**config.mk**
```make
export PLATFORM = sky130hd
export DESIGN_NAME = data_mem_responder
export DESIGN_NICKNAME = d
export VERILOG_FILES = /design/src/rtl/data_mem_responder.sv
export SDC_FILE = /design/constraint.sdc
export NUM_CORES = 2
export LEC_CHECK = 0
export ABC_AREA = 1
export CAP_MARGIN = 10
export CORE_MARGIN = 2
export CORE_UTILIZATION = 40
export DETAILED_ROUTE_END_ITERATION = 10
export PLACE_DENSITY = 0.54
export SETUP_SLACK_MARGIN = 0.2
export SYNTH_ARGS = -nofsm -noshare
export SYNTH_HDL_FRONTEND = slang
export SYNTH_SLANG_ARGS = --single-unit
```
**constraint.sdc**
```tcl
create_clock -name clock -period 6.32 [get_ports clock]
set_input_delay 1.264 -clock clock [delete_from_list [all_inputs] [get_ports clock]]
set_output_delay 1.264 -clock clock [all_outputs]
set_load 0.03 [all_outputs]
```
**src/rtl/data_mem_responder.sv**
```systemverilog
// Single-outstanding CPU data memory responder with configurable wait states.
// Optional misaligned-address error reporting is enabled with `define DMEM_ALIGN_CHECK_EN.
module data_mem_responder #(
    parameter int DEPTH_LOG2  = 6,
    parameter int WAIT_CYCLES = 2
) (
    input  logic        clock,
    input  logic        reset_n,
    input  logic        req_valid,
    output logic        req_ready,
    input  logic        req_write,
    input  logic [31:0] req_addr,
    input  logic [31:0] req_wdata,
    input  logic [3:0]  req_be,
    output logic        rsp_valid,
    input  logic        rsp_ready,
    output logic [31:0] rsp_rdata,
    output logic        rsp_err
);

    localparam int DEPTH = 1 << DEPTH_LOG2;
    localparam logic [3:0] WAIT_LOAD = (WAIT_CYCLES > 0) ? 4'(WAIT_CYCLES - 1) : 4'd0;

    typedef enum logic [1:0] {IDLE, WAIT, RESP} state_t;

    state_t                  state_reg, state_next;
    logic [3:0]              cnt_reg, cnt_next;
    logic                    enter_resp;
    logic                    lat_write_reg;
    logic [DEPTH_LOG2-1:0]   lat_idx_reg;
    logic [31:0]             lat_wdata_reg;
    logic [3:0]              lat_be_reg;
    logic [31:0]             rdata_reg;
    logic [31:0]             mem [DEPTH];

    logic                    accept;
    logic                    acc_write;
    logic [DEPTH_LOG2-1:0]   acc_idx;
    logic [31:0]             acc_wdata;
    logic [3:0]              acc_be;
    logic                    acc_misaligned;
    logic                    mem_we;
    logic [3:0]              lane_we;

    assign accept = req_valid && (state_reg == IDLE);

    // With zero wait states the access happens on the accept edge itself,
    // so the live request fields are used instead of the latched copies.
    assign acc_write = (state_reg == IDLE) ? req_write : lat_write_reg;
    assign acc_idx   = (state_reg == IDLE) ? req_addr[DEPTH_LOG2+1:2] : lat_idx_reg;
    assign acc_wdata = (state_reg == IDLE) ? req_wdata : lat_wdata_reg;
    assign acc_be    = (state_reg == IDLE) ? req_be : lat_be_reg;

`ifdef DMEM_ALIGN_CHECK_EN
    logic [1:0] lat_lsb_reg;
    logic       err_reg;
    logic       unused_addr;

    assign acc_misaligned = ((state_reg == IDLE) ? req_addr[1:0] : lat_lsb_reg) != 2'b00;
    assign unused_addr    = ^req_addr[31:DEPTH_LOG2+2];
    assign rsp_err        = err_reg;

    always_ff @(posedge clock or negedge reset_n) begin
        if (!reset_n) begin
            lat_lsb_reg <= 2'b00;
            err_reg     <= 1'b0;
        end else begin
            if (accept) lat_lsb_reg <= req_addr[1:0];
            if (enter_resp) err_reg <= acc_misaligned;
        end
    end
`else
    logic unused_addr;

    assign acc_misaligned = 1'b0;
    assign unused_addr    = ^{req_addr[31:DEPTH_LOG2+2], req_addr[1:0]};
    assign rsp_err        = 1'b0;
`endif

    always_comb begin
        state_next = state_reg;
        cnt_next   = cnt_reg;
        enter_resp = 1'b0;
        case (state_reg)
            IDLE: begin
                if (req_valid) begin
                    if (WAIT_CYCLES == 0) begin
                        state_next = RESP;
                        enter_resp = 1'b1;
                    end else begin
                        state_next = WAIT;
                        cnt_next   = WAIT_LOAD;
                    end
                end
            end
            WAIT: begin
                if (cnt_reg == 4'd0) begin
                    state_next = RESP;
                    enter_resp = 1'b1;
                end else begin
                    cnt_next = cnt_reg - 4'd1;
                end
            end
            RESP: begin
                if (rsp_ready) state_next = IDLE;
            end
            default: state_next = IDLE;
        endcase
    end

    always_ff @(posedge clock or negedge reset_n) begin
        if (!reset_n) begin
            state_reg     <= IDLE;
            cnt_reg       <= 4'd0;
            lat_write_reg <= 1'b0;
            lat_idx_reg   <= '0;
            lat_wdata_reg <= 32'd0;
            lat_be_reg    <= 4'd0;
            rdata_reg     <= 32'd0;
        end else begin
            state_reg <= state_next;
            cnt_reg   <= cnt_next;
            if (accept) begin
                lat_write_reg <= req_write;
                lat_idx_reg   <= req_addr[DEPTH_LOG2+1:2];
                lat_wdata_reg <= req_wdata;
                lat_be_reg    <= req_be;
            end
            if (enter_resp)
                rdata_reg <= (acc_write || acc_misaligned) ? 32'd0 : mem[acc_idx];
        end
    end

    // reset_n gates the write so a request seen during reset never lands in memory.
    assign mem_we = enter_resp && acc_write && !acc_misaligned && reset_n;

    generate
        for (genvar gi = 0; gi < 4; gi++) begin : g_lane
            assign lane_we[gi] = mem_we && acc_be[gi];
        end
    endgenerate

    // Memory contents are deliberately outside the reset domain.
    always_ff @(posedge clock) begin
        for (int i = 0; i < 4; i++) begin
            if (lane_we[i]) mem[acc_idx][8*i +: 8] <= acc_wdata[8*i +: 8];
        end
    end

    assign req_ready = (state_reg == IDLE);
    assign rsp_valid = (state_reg == RESP);
    assign rsp_rdata = rdata_reg;

endmodule
```
# [After elaboration in Yosys (flattened, before gate mapping)]
# Memory sizes are Yosys's and may differ from the RTL's.
# Index checks and enable logic that the tools add are counted.
[classes] reduce_logical=12 n_eq_ne=6 muxes=22 addsub=1
[ops] operator="32-bit 2-to-1 mux" count=2
[ops] operator="4-bit 2-to-1 mux" count=3
[ops] operator="1-bit 2-to-1 mux" count=11
[ops] operator="4-bit case mux with 2 select lines" count=1
[ops] operator="1-bit logical AND" count=7
[ops] operator="2-bit 2-to-1 mux" count=3
[ops] operator="6-bit 2-to-1 mux" count=1
[ops] operator="2-bit inequality test, second input constant" count=3
[ops] operator="2-bit case mux with 3 select lines" count=1
[ops] operator="3-bit AND reduction" count=2
[ops] operator="4-bit logical NOT" count=1
[ops] operator="4-bit by 1-bit subtractor with 4-bit output, second input constant" count=1
[ops] operator="2-bit by 1-bit == test with 1-bit output, second input constant" count=1
[ops] operator="2-bit == test, second input constant" count=1
[ops] operator="2-bit logical NOT" count=1
[ops] operator="2-bit by 1-bit inequality test with 1-bit output, second input constant" count=1
[ops] operator="2-bit nonzero test" count=1
[totals] mem_count=1 ramBits=2048 output_inout_bits=35 regBits=81
[mem_list] memory="mem" words=64 width=32 read_ports=1 rd_clocked_by_memory_dff=0 write_ports=1 line="34" text="logic [31:0] mem [DEPTH];"

# [Longest topological paths before layout]
[depth] word_depth=8 mapped_depth=18 depth_no_buf=16

# [Worst setup path before layout]
# Ideal clock, no wire load.
[synth_path] path_type="input-to-reg" startpoint="input port req_wdata[0]" endpoint="memory mem[0][0] (data pin)" arrival_time_ps=3832 setup_ps=702 path_slack_ps=1786 cell_stages=2 cell_sequence="inv_1 -> o21ai_0"
[synth_via] elab_chain_cells=1
[synth_rtl] item="start: declaration" line="13" text="input logic [31:0] req_wdata,"
[synth_rtl] item="32-bit 2-to-1 mux" line="51" text="assign acc_wdata = (state_reg == IDLE) ? req_wdata : lat_wdata_reg;"
[synth_rtl] item="net acc_wdata[0]" line="39" text="logic [31:0] acc_wdata;"
[synth_rtl] item="end: declaration" line="34"
# The timed path passes the listed nets, and every way through them passes these cells.

# [Worst setup path in the final report]
[layout_path] startpoint="register state_reg[0]" endpoint="memory mem[1][16], enable pin"
[layout_via] elab_chain_cells=7 elab_cells_between_ends=11
[layout_rtl] item="start: declaration" line="26" text="state_t state_reg, state_next;"
[layout_rtl] item="start signal: assignment" line="121" text="state_reg <= state_next;"
[layout_rtl] item="2-bit by 1-bit == test with 1-bit output / 2-bit logical NOT (equally long branches)"
[layout_rtl] item="1-bit 2-to-1 mux, on equally long branches" line="84, 49"
[layout_rtl] item="1-bit logical AND (2 in a row)" line="135" text="assign mem_we = enter_resp && acc_write && !acc_misaligned && reset_n;"
[layout_rtl] item="1-bit logical AND" line="139" text="assign lane_we[gi] = mem_we && acc_be[gi];"
[layout_rtl] item="1-bit 2-to-1 mux" line="146" text="if (lane_we[i]) mem[acc_idx][8*i +: 8] <= acc_wdata[8*i +: 8];"
[layout_rtl] item="1-bit 2-to-1 mux (not written as such)" line="146"
# Several ways; a longest one is shown, not always the timed one.

==> run_summary.xml <==
<?xml version="1.0" encoding="UTF-8"?>
<metrics>
  <group name="synth">
    <metric name="seq_total_area_yosys" unit="%">66.56</metric>
    <metric name="synth_top_area_share" unit="%">64.43</metric>
    <metric name="synth_top_area_cell" unit="">sky130_fd_sc_hd__edfxtp_1</metric>
    <metric name="avgSynthCellArea" unit="µm²">9.244</metric>
    <metric name="synthesis.yosys.warnings" unit="">0</metric>
    <metric name="postSynthRegisterBits" unit="">2129</metric>
    <metric name="syn-cell-area" unit="mm²">0.09545</metric>
    <metric name="netlist_top_cells_area" unit="">sky130_fd_sc_hd__edfxtp_1 (64%), sky130_fd_sc_hd__nand2_1 (19%), sky130_fd_sc_hd__inv_1 (6.5%)</metric>
    <metric name="syn-num-nets" unit="">10400</metric>
    <metric name="synthCells" unit="">10330</metric>
    <metric name="ys_types" unit="">29</metric>
  </group>
  <group name="sta">
    <metric name="finalCriticalPeriod" unit="ns">4.587</metric>
    <metric name="final_min_period_over_clock_period" unit="%">72.58</metric>
    <metric name="setup_tns" unit="ns">0</metric>
    <metric name="worst_slew_pin_slew" unit="ns">1.250</metric>
    <metric name="final-setup-viol-count" unit="">0</metric>
    <metric name="finalHoldViolations" unit="">0</metric>
    <metric name="slew_headroom" unit="%">16.39</metric>
    <metric name="rsz0062_at_grt" unit="">no</metric>
    <metric name="final-max-slew-violation-count" unit="">0</metric>
    <metric name="achievable-frequency" unit="GHz">0.2180</metric>
    <metric name="clock-skew-final" unit="ns">0.03796</metric>
  </group>
  <group name="global_route">
    <metric name="grt_start_max_net_pins" unit="">185</metric>
    <metric name="total_routing_usage_reported_by_global_routing" unit="%">22.33</metric>
    <metric name="grt_pass1_wl" unit="µm">402800</metric>
    <metric name="grt_pass1_vias" unit="">61960</metric>
    <metric name="antenna_violations_before_repair" unit="">10</metric>
    <metric name="grt_remaining_overflow" unit="">0</metric>
  </group>
  <group name="cts">
    <metric name="cts.repair_timing.setup_buffer_count" unit="">0</metric>
    <metric name="numClockSinks" unit="">2129</metric>
    <metric name="cts-buffers-inserted" unit="">225</metric>
    <metric name="cts_tree" unit="">yes</metric>
    <metric name="clk_pin_slew" unit="ns">0.06</metric>
    <metric name="holdBufCountCts" unit="">0</metric>
    <metric name="post_cts_resized" unit="">0</metric>
    <metric name="cts.path.max_buffers" unit="">3</metric>
    <metric name="cts-root-buf" unit="">sky130_fd_sc_hd__clkbuf_16</metric>
    <metric name="clk-insertion-delay-late" unit="ns">0.87</metric>
    <metric name="clock_tree.htree_level_count" unit="">4</metric>
  </group>
  <group name="detailed_routing">
    <metric name="detailedRoute.firstIterationViolations" unit="">5740</metric>
    <metric name="dr_total_vias" unit="">65240</metric>
    <metric name="routed_wire_length_per_instance" unit="µm">19.83</metric>
    <metric name="antenna_violating_nets_post_route" unit="">0</metric>
    <metric name="routed_via_density" unit="">4.746</metric>
    <metric name="drt_drc_violations_left" unit="">0</metric>
    <metric name="dr.pass1.iters" unit="">8</metric>
    <metric name="routed_wirelength" unit="µm">272600</metric>
  </group>
  <group name="place">
    <metric name="gp_congestion" unit="">0.8122</metric>
    <metric name="portBuffers" unit="">80</metric>
    <metric name="dp.cells" unit="">13310</metric>
    <metric name="detailedPlacementHpwl" unit="µm">157600</metric>
  </group>
  <group name="floorplan">
    <metric name="fp.dieArea" unit="mm²">0.2425</metric>
    <metric name="floorplan_core_area" unit="mm²">0.2376</metric>
    <metric name="die_w" unit="µm">492.5</metric>
    <metric name="ios" unit="">108</metric>
    <metric name="die_h" unit="µm">492.5</metric>
    <metric name="num_rows" unit="">179</metric>
    <metric name="floorplan.initialDensity" unit="%">40.17</metric>
  </group>
  <group name="power_and_ir_drop">
    <metric name="power.internal" unit="W">0.03101</metric>
    <metric name="total_leakage_power" unit="nW">48.50</metric>
    <metric name="switching_power" unit="W">0.02398</metric>
    <metric name="vdd.ir_drop.worst" unit="µV">659.3</metric>
    <metric name="power.density_cell_area" unit="mW/mm²">511.7</metric>
    <metric name="p_clk_share" unit="%">23.3</metric>
    <metric name="p_seq_share" unit="%">34.2</metric>
    <metric name="netSwitchingFraction" unit="%">43.61</metric>
    <metric name="combPwrFrac" unit="%">42.6</metric>
  </group>
  <group name="cells_and_area">
    <metric name="layout-drive-gt1-share" unit="%">5.611</metric>
    <metric name="final_cell_count_no_fill" unit="">13750</metric>
    <metric name="layout.cells.most_common_list" unit="">sky130_fd_sc_hd__nand2_1 (4,933), sky130_fd_sc_hd__edfxtp_1 (2,048), sky130_fd_sc_hd__inv_1 (1,639), sky130_fd_sc_hd__nor2_1 (583), sky130_fd_sc_hd__o21ai_0 (277)</metric>
    <metric name="layout.nets" unit="">10440</metric>
    <metric name="area_growth_synth_to_finish" unit="%">12.59</metric>
    <metric name="layout.cells.most_common" unit="">sky130_fd_sc_hd__nand2_1</metric>
    <metric name="largest_register_ffs" unit="">2048</metric>
    <metric name="final.fill_count" unit="">22450</metric>
  </group>
  <group name="critical_path">
    <metric name="crit_type" unit="">flip-flop to flip-flop</metric>
    <metric name="cp_data_required_time" unit="ns">6.82</metric>
    <metric name="worst-endpoint-arrival" unit="ns">5.08</metric>
    <metric name="critPathLaunchType" unit="">flip-flop</metric>
    <metric name="worst-path-max-fanout" unit="">25</metric>
    <metric name="critPathCaptureType" unit="">flip-flop</metric>
  </group>
  <group name="min_path">
    <metric name="hold_path_class" unit="">primary input to asynchronous set/reset pin</metric>
  </group>
  <group name="job">
    <metric name="cap_violations" unit="">0</metric>
  </group>
  <group name="run_status">
    <metric name="outcome" unit="">finished, final reports clean</metric>
  </group>
</metrics>
## power groups by stage
stage,logic (W),registers [W],clock network [W]
floorplan,0.0141,0.0197,0
global placement,0.0233,0.0191,0
detailed placement,0.0234,0.0191,0
CTS,0.0235,0.0188,0.0130
global route,0.0259,0.0188,0.0136
finish,0.0234,0.0188,0.0128
## Yosys cell counts (all sizes together)
| cell type | n |
|---|---|
| nand2 | 4947 |
| edfxtp | 2048 |
| inv | 1648 |
| nor2 | 593 |
| o21ai | 398 |
| buf | 261 |
| clkbuf | 209 |
| dfrtp | 81 |
| a21oi | 65 |
| nand3 | 63 |
| nor3 | 5 |
| ha | 2 |
| o211ai | 2 |
| clkinv | 1 |
| conb | 1 |
| o31ai | 1 |
## through the flow
step	hold WS [ns]	setup WS, ns	util (%)	power (W)	instance area [µm²]
global placement	0.4542	1.137	42.22	0.04232	100300
detailed placement	0.4663	1.032	42.22	0.04249	100300
floorplan	0.4396	1.786	-	0.03382	95450
finish	0.2452	1.733	45.22	0.05499	107500
CTS	0.1951	1.783	45.21	0.05531	107400
global route	0.2309	1.654	45.21	0.05825	107400
## per-layer routing
metal	vias to the layer above	share of wire (%)	wire [µm]	track usage (%)
met1	31160	45	122900	31.32
met5	-	0.040	110	0.2544
li1	31880	-	-	-
met4	6	3.3	8872	7.840
met3	413	6.1	16720	3.597
met2	1783	46	124100	35.19
## final cells by class
type | count | area, µm² | area share [%]
flip-flops and latches | 2129 | 63530 | 59.12
multi-input cells | 6077 | 24070 | 22.40
inverters | 1649 | 6190 | 5.760
clock buffers | 302 | 6157 | 5.730
well taps | 3167 | 3963 | 3.687
repair buffers | 285 | 2575 | 2.396
clock inverters | 126 | 948.4 | 0.8826
diodes | 12 | 30.03 | 0.02794
## cell families (layout without fill, tap and decap cells)
kind of cell	count (synthesis)	count (layout)	synth area share [%]
compound gates	466	466	2.471
fa+ha+maj	2	2	0.02621
buf+inv	2119	2362	8.697
flops	2129	2129	66.56
other cells	1	13	0.003929
simple gates	5608	5608	22.24
## critical path: stages, from the launching register on
cell and delay (ns):
sky130_fd_sc_hd__dfrtp_1 0.44, sky130_fd_sc_hd__nor2_2 0.60, sky130_fd_sc_hd__nand2_1 0.21, sky130_fd_sc_hd__o21ai_4 0.27
sky130_fd_sc_hd__nand3_2 0.32, sky130_fd_sc_hd__inv_2 0.64, sky130_fd_sc_hd__nand2_1 0.80, sky130_fd_sc_hd__nor2_1 0.89
## worst paths after layout
kind | endpoint | startpoint | slack, ns | cells after the start
worst max register to register | mem[1][16] | state_reg[0] | 1.73 | 7
worst min register to register | rsp_rdata[1] | rsp_rdata[1] | 0.48 | 2
min in group clock | rsp_rdata[1] | rsp_rdata[1] | 0.48 | 2
max in group asynchronous | lat_wdata_reg[18] | reset_n | 5.08 | 2
worst min-delay path | rsp_rdata[2] | reset_n | 0.25 | 1
worst max-delay path | mem[1][16] | state_reg[0] | 1.73 | 7
Note: power is estimated with default switching activity, not from simulation.
